### config.mk
export PLATFORM = sky130hd
export DESIGN_NAME = rx_rs_fault_ctrl_flat
export DESIGN_NICKNAME = d
export VERILOG_FILES = /design/src/rtl/rx_rs_fault_ctrl_if.sv /design/src/rtl/rx_rs_fault_ctrl.sv /design/src/flat_wrapper.sv
export SDC_FILE = /design/constraint.sdc
export NUM_CORES = 1
export LEC_CHECK = 0
export BUFFER_PORTS_ARGS = -buffer_cell sky130_fd_sc_hd__buf_2
export CAP_MARGIN = 20
export CELL_PAD_IN_SITES_DETAIL_PLACEMENT = 1
export CELL_PAD_IN_SITES_GLOBAL_PLACEMENT = 2
export CORE_UTILIZATION = 37
export DETAILED_ROUTE_END_ITERATION = 8
export GPL_ROUTABILITY_DRIVEN = 0
export GPL_TIMING_DRIVEN = 0
export PLACE_DENSITY = 0.85
export SLEW_MARGIN = 20
export SYNTH_ARGS = -nofsm -noshare
export SYNTH_HDL_FRONTEND = slang
export SYNTH_SLANG_ARGS = --single-unit
### constraint.sdc
create_clock -name rxclk_in -period 7.6 [get_ports rxclk_in]
set_input_delay 0.38 -clock rxclk_in [delete_from_list [all_inputs] [get_ports rxclk_in]]
set_output_delay 0.38 -clock rxclk_in [all_outputs]
set_load 0.1 [all_outputs]
### src/rtl/rx_rs_fault_ctrl_if.sv
// rx_rs_fault_ctrl_if: XGMII 64-bit receive bus (data plus per-lane control)
interface rx_rs_fault_ctrl_if;
  logic [63:0] rxd64;
  logic [7:0]  rxc8;
  modport master (output rxd64, rxc8);
  modport slave  (input rxd64, rxc8);
endinterface

### src/rtl/rx_rs_fault_ctrl.sv
// rx_rs_fault_ctrl: RS link-fault detection, fault state machine and saturating fault-event counters
module rx_rs_fault_ctrl #(
  parameter int COL_WINDOW   = 128,
  parameter int FAULT_THRESH = 4,
  parameter int CNT_W        = 16
) (
  input  logic                 rxclk_in,
  input  logic                 reset_in,
  rx_rs_fault_ctrl_if.slave    xgmii,
  input  logic                 cfg_fault_en,
  output logic [1:0]           link_fault,
  output logic                 fault_change,
  output logic [CNT_W-1:0]     lf_event_cnt,
  output logic [CNT_W-1:0]     rf_event_cnt
);
  localparam int SW = $clog2(FAULT_THRESH + 1);
  localparam int CW = $clog2(COL_WINDOW + 1);
  typedef enum logic [1:0] {INIT, COUNT, FAULT} state_t;
  state_t           st, s;
  logic [SW-1:0]    seq_cnt, sc;
  logic [CW-1:0]    col_cnt, cc;
  logic [1:0]       last_type, lt, lf, t;
  logic [CNT_W-1:0] lc, rc;
  logic [63:0]      d_r;
  logic [7:0]       c_r;
  logic [31:0]      col;
  logic [3:0]       ctl;
  logic             is_seq;
  always_comb begin
    s = st;
    sc = seq_cnt;
    cc = col_cnt;
    lt = last_type;
    lf = link_fault;
    lc = lf_event_cnt;
    rc = rf_event_cnt;
    col = '0;
    ctl = '0;
    t = '0;
    is_seq = 1'b0;
    for (int i = 0; i < 2; i++) begin
      col = i == 0 ? d_r[63:32] : d_r[31:0];
      ctl = i == 0 ? c_r[7:4] : c_r[3:0];
      t = col[1:0];
      is_seq = ctl == 4'b1000 && col[31:8] == 24'h9c0000 && (col[7:0] == 8'h01 || col[7:0] == 8'h02);
      if (is_seq) begin
        cc = '0;
        if (s == INIT || t != lt) begin
          s = COUNT;
          lt = t;
          sc = SW'(1);
        end else if (s == COUNT) begin
          sc = sc + 1'b1;
          if (sc >= SW'(FAULT_THRESH)) begin
            s = FAULT;
            lf = t;
            lc = (t == 2'b01 && !(&lc)) ? lc + 1'b1 : lc;
            rc = (t == 2'b10 && !(&rc)) ? rc + 1'b1 : rc;
          end
        end
      end else if (s != INIT) begin
        cc = cc + 1'b1;
        if (cc == CW'(COL_WINDOW)) begin
          s = INIT;
          lf = '0;
          sc = '0;
          cc = '0;
        end
      end
    end
    if (!cfg_fault_en) begin
      s = INIT;
      lf = '0;
      sc = '0;
      cc = '0;
      lt = last_type;
      lc = lf_event_cnt;
      rc = rf_event_cnt;
    end
  end
  always_ff @(posedge rxclk_in) begin
    if (!reset_in) begin
      st <= INIT;
      seq_cnt <= '0;
      col_cnt <= '0;
      last_type <= '0;
      link_fault <= '0;
      fault_change <= 1'b0;
      lf_event_cnt <= '0;
      rf_event_cnt <= '0;
      d_r <= '0;
      c_r <= '0;
    end else begin
      st <= s;
      seq_cnt <= sc;
      col_cnt <= cc;
      last_type <= lt;
      link_fault <= lf;
      fault_change <= lf != link_fault;
      lf_event_cnt <= lc;
      rf_event_cnt <= rc;
      d_r <= xgmii.rxd64;
      c_r <= xgmii.rxc8;
    end
  end
endmodule

### src/flat_wrapper.sv
// flat-port wrapper written by rule: the top's interface ports become plain ports
module rx_rs_fault_ctrl_flat 
#(
  parameter int COL_WINDOW   = 128,
  parameter int FAULT_THRESH = 4,
  parameter int CNT_W        = 16
)
  (rxclk_in, reset_in, cfg_fault_en, link_fault, fault_change, lf_event_cnt, rf_event_cnt, xgmii_rxd64, xgmii_rxc8);
  rx_rs_fault_ctrl_if xgmii_i ();
  input  logic rxclk_in;
  input  logic reset_in;
  input  logic cfg_fault_en;
  output logic [1:0] link_fault;
  output logic fault_change;
  output logic [CNT_W-1:0] lf_event_cnt;
  output logic [CNT_W-1:0] rf_event_cnt;
  input wire logic [$bits(xgmii_i.rxd64)-1:0] xgmii_rxd64;
  input wire logic [$bits(xgmii_i.rxc8)-1:0] xgmii_rxc8;
  assign xgmii_i.rxd64 = xgmii_rxd64;
  assign xgmii_i.rxc8 = xgmii_rxc8;
  rx_rs_fault_ctrl #(.COL_WINDOW(COL_WINDOW), .FAULT_THRESH(FAULT_THRESH), .CNT_W(CNT_W)) u_core (.rxclk_in(rxclk_in), .reset_in(reset_in), .xgmii(xgmii_i), .cfg_fault_en(cfg_fault_en), .link_fault(link_fault), .fault_change(fault_change), .lf_event_cnt(lf_event_cnt), .rf_event_cnt(rf_event_cnt));
endmodule
==> impl_metrics.toml <==
[yosys]
synth.most_common_cell = "dfxtp_1"
synth.area.top_cells = "dfxtp_1 (35%), and2_1 (9.4%), xnor2_1 (4.5%)"
ys_types = 77
synth_nets = 937
synth.largest_area_cell = "dfxtp_1"
synth_seq_cells = 122
synth_top_area_frac = 0.347
synth_common_cells = "dfxtp_1 (122), and2_1 (106), nand2_1 (67), nor2_1 (48), clkbuf_1 (43)"
synth-edff-count = 0
synth_area_um2 = 7040
synth_cells = 854
ys_warn_count = 0
synth_top_flop_cell = "dfxtp_1"
synth_area_per_cell_um2 = 8.25
synth.yosys.seq_area_share = 0.347
synthArstFlopShare = 0

[route]
wl_um = 23300
initialDrtViolationCount = 408
drcViolationCount = 0
wl_per_cell_um = 19.0
drt-pass1-iter-count = 6
ant_nets = 0
vias = 6990
viasPerCell = 5.69

[cts]
tritoncts = "built"
htree_levels = 4
cts_setup_buffers = 0
clk_latency_ps = 420
cts.clk_slew.worst_paths_ps = 70
cts_sinks = 122
cts_buffer_depth = 2
cts_resized = 0
cts_buffers = 17
cts-root-buf = "clkbuf_16"
postCtsHoldBufs = 0

[setup_path]
rr_endpoint = "u_core.lf_event_cnt[6]"
cp-end-kind = "register"
r2r_slack_ps = 1980
path_class = "reg2reg"
critPathCapture = "u_core.lf_event_cnt[6]"
crit_chain = "buf_2 -> nor2b_1 -> o2111ai_1 -> or3_1 -> clkbuf_1 -> clkbuf_1 -> o21ai_0 -> o21ai_0 -> a21oi_1 -> inv_1 -> ha_1 -> nand2_1 -> a211oi_1 -> a211oi_2 -> nand3_1 -> a21oi_1 -> a31oi_1 -> xnor2_1 -> and2_1"
worstPathArrival_ps = 5920
worstSetupStartpoint = "u_core.d_r[32]"
slowest_delay_ps = 530
cp_max_fo = 10
cp.required_ps = 7910
r2r-start = "u_core.d_r[32]"
cp_slowest_cell = "a21oi_1"
rr_worst_depth = 19
cp-start-kind = "register"

[floorplan]
die_w_um = 140
coreArea_um2 = 18700
initial_core_util = 0.377
die_h_um = 140
num_io_pins = 110
die_area_um2 = 19600
row_count = 50

[timing]
slew_violations = 0
fin_setup_tns_ps = 0
fin_crit_ps = 5620
period_share = 0.739
worst_pin_slew_ps = 1110
hold_violations = 0
setup_viol = 0
slew_headroom = 0.251
finalClockSkew_ps = 15.4
fmax_mhz = 178
hold_slack_ps = 157
rsz0062_at_grt = "no"

[pwr]
ir_drop_uv = 157
p_leak_nw = 3.18
power_density_nw_per_um2 = 187

[min_path]
hold_path_class = "in2reg"

[grt]
antenna_found_initial = 0
grt_use_total = 0.243
overflow = 0
grt_max_degree = 17
grt_pass1_vias = 6954
grt_pass1_wl_um = 37300

[cells_and_area]
multi_input_area_um2 = 4360
diodes = 0
fillers = 2261
final_layout_size_suffix_gt1_frac = 0.176
nets = 1065
final_util = 0.453
register_area_um2 = 2440
area_delta_synth_final_pct = 20.4

[run]
cap_violations = 0

[outcome]
outcome = "complete, no violations"

[place]
portBuffers = 109
dp_hpwl_um = 17500
-- sequential cells by signal, summed over array words and instances, names as in the netlist --
name	cells
u_core.seq_cnt	3
u_core.st	2
u_core.col_cnt	8
u_core.fault_change	1
u_core.last_type	2
u_core.c_r	8
u_core.d_r	64
u_core.lf_event_cnt	16
u_core.rf_event_cnt	16
u_core.link_fault	2
-- critical path: cells and delay by family (launching register included) --
kind | cells | cell delay (ps)
AOI/OAI and AO/OA | 8 | 2490
buffers and inverters | 4 | 720
and+or+nand+nor | 5 | 1590
adders and majority gates | 1 | 210
DFF | 1 | 300
xor gates and xnor gates | 1 | 170
-- metal layers --
| metal | wire (um) | vias to the layer above | track usage |
|---|---|---|---|
| met4 | 387 | 0 | 0.0850 |
| met1 | 10600 | 3341 | 0.321 |
| met2 | 10900 | 231 | 0.397 |
| met3 | 1440 | 28 | 0.0451 |
| met5 | 0 | - | 0 |
| li1 | - | 3390 | - |
-- cell type report --
| class | count | area share |
|---|---|---|
| Sequential cell | 122 | 0.288 |
| Multi-Input combinational cell | 672 | 0.514 |
| Buffer | 50 | 0.0242 |
| Clock buffer | 17 | 0.0502 |
| Timing Repair Buffer | 109 | 0.0643 |
| Clock inverter | 15 | 0.0205 |
| Tap cell | 234 | 0.0345 |
| Inverter | 10 | 0.00443 |
-- power by group --
| group | switching, mW | total, mW | internal, mW |
|---|---|---|---|
| Clock | 0.361 | 0.832 | 0.471 |
| Sequential | 0.00676 | 0.667 | 0.661 |
| Combinational | 0.0495 | 0.0842 | 0.0347 |
| Total | 0.417 | 1.58 | 1.17 |
-- kinds of logic (layout without fill, tap and decap cells) --
family	count (synthesis)	after routing	synth area share
xor gates and xnor gates	56	56	0.0696
and+or+nand+nor	425	425	0.346
muxes	11	11	0.0163
DFF	122	122	0.347
buffers and inverters	60	201	0.0345
AOI/OAI and AO/OA	172	172	0.172
adders and majority gates	8	8	0.0142
-- how the worst min path moves through the flow --
stage	startpoint	to	slack (ps)	depth (start not counted)
3_3_place_gp	u_core.rf_event_cnt[15]	u_core.rf_event_cnt[15]	520	2
5_1_grt	xgmii_rxd64[6]	u_core.d_r[6]	150	2
3_5_place_dp	u_core.rf_event_cnt[15]	u_core.rf_event_cnt[15]	520	2
4_1_cts	xgmii_rxd64[21]	u_core.d_r[21]	140	2
2_1_floorplan	xgmii_rxc8[0]	u_core.c_r[0]	510	1
6_report	xgmii_rxd64[21]	u_core.d_r[21]	160	2
-- metrics by stage --
stage	instance area [um^2]	power, mW	instances	setup WS [ps]
CTS	8480	1.60	1229	2040
detailed placement	7880	0.766	1197	2070
global placement	7880	0.764	1197	2160
global route	8480	1.64	1229	1580
finish	8480	1.58	1229	1980
floorplan	7040	0.726	854	2810
-- cells in the final DEF (no fill, tap or decap), types with 10 or more instances in the layout --
cell type,count
and3_1,15
nor3_1,33
o21ai_0,37
xor2_1,20
and2_1,106
nand4_1,19
xnor2_1,36
or4_1,10
nand2b_1,11
nand3_1,27
inv_1,10
nor2_1,48
clkbuf_1,43
a21oi_1,25
a31oi_1,11
dfxtp_1,122
nand2_1,67
buf_2,114
nor4_1,27
clkbuf_16,17
Power figures use the tool's default switching activity.
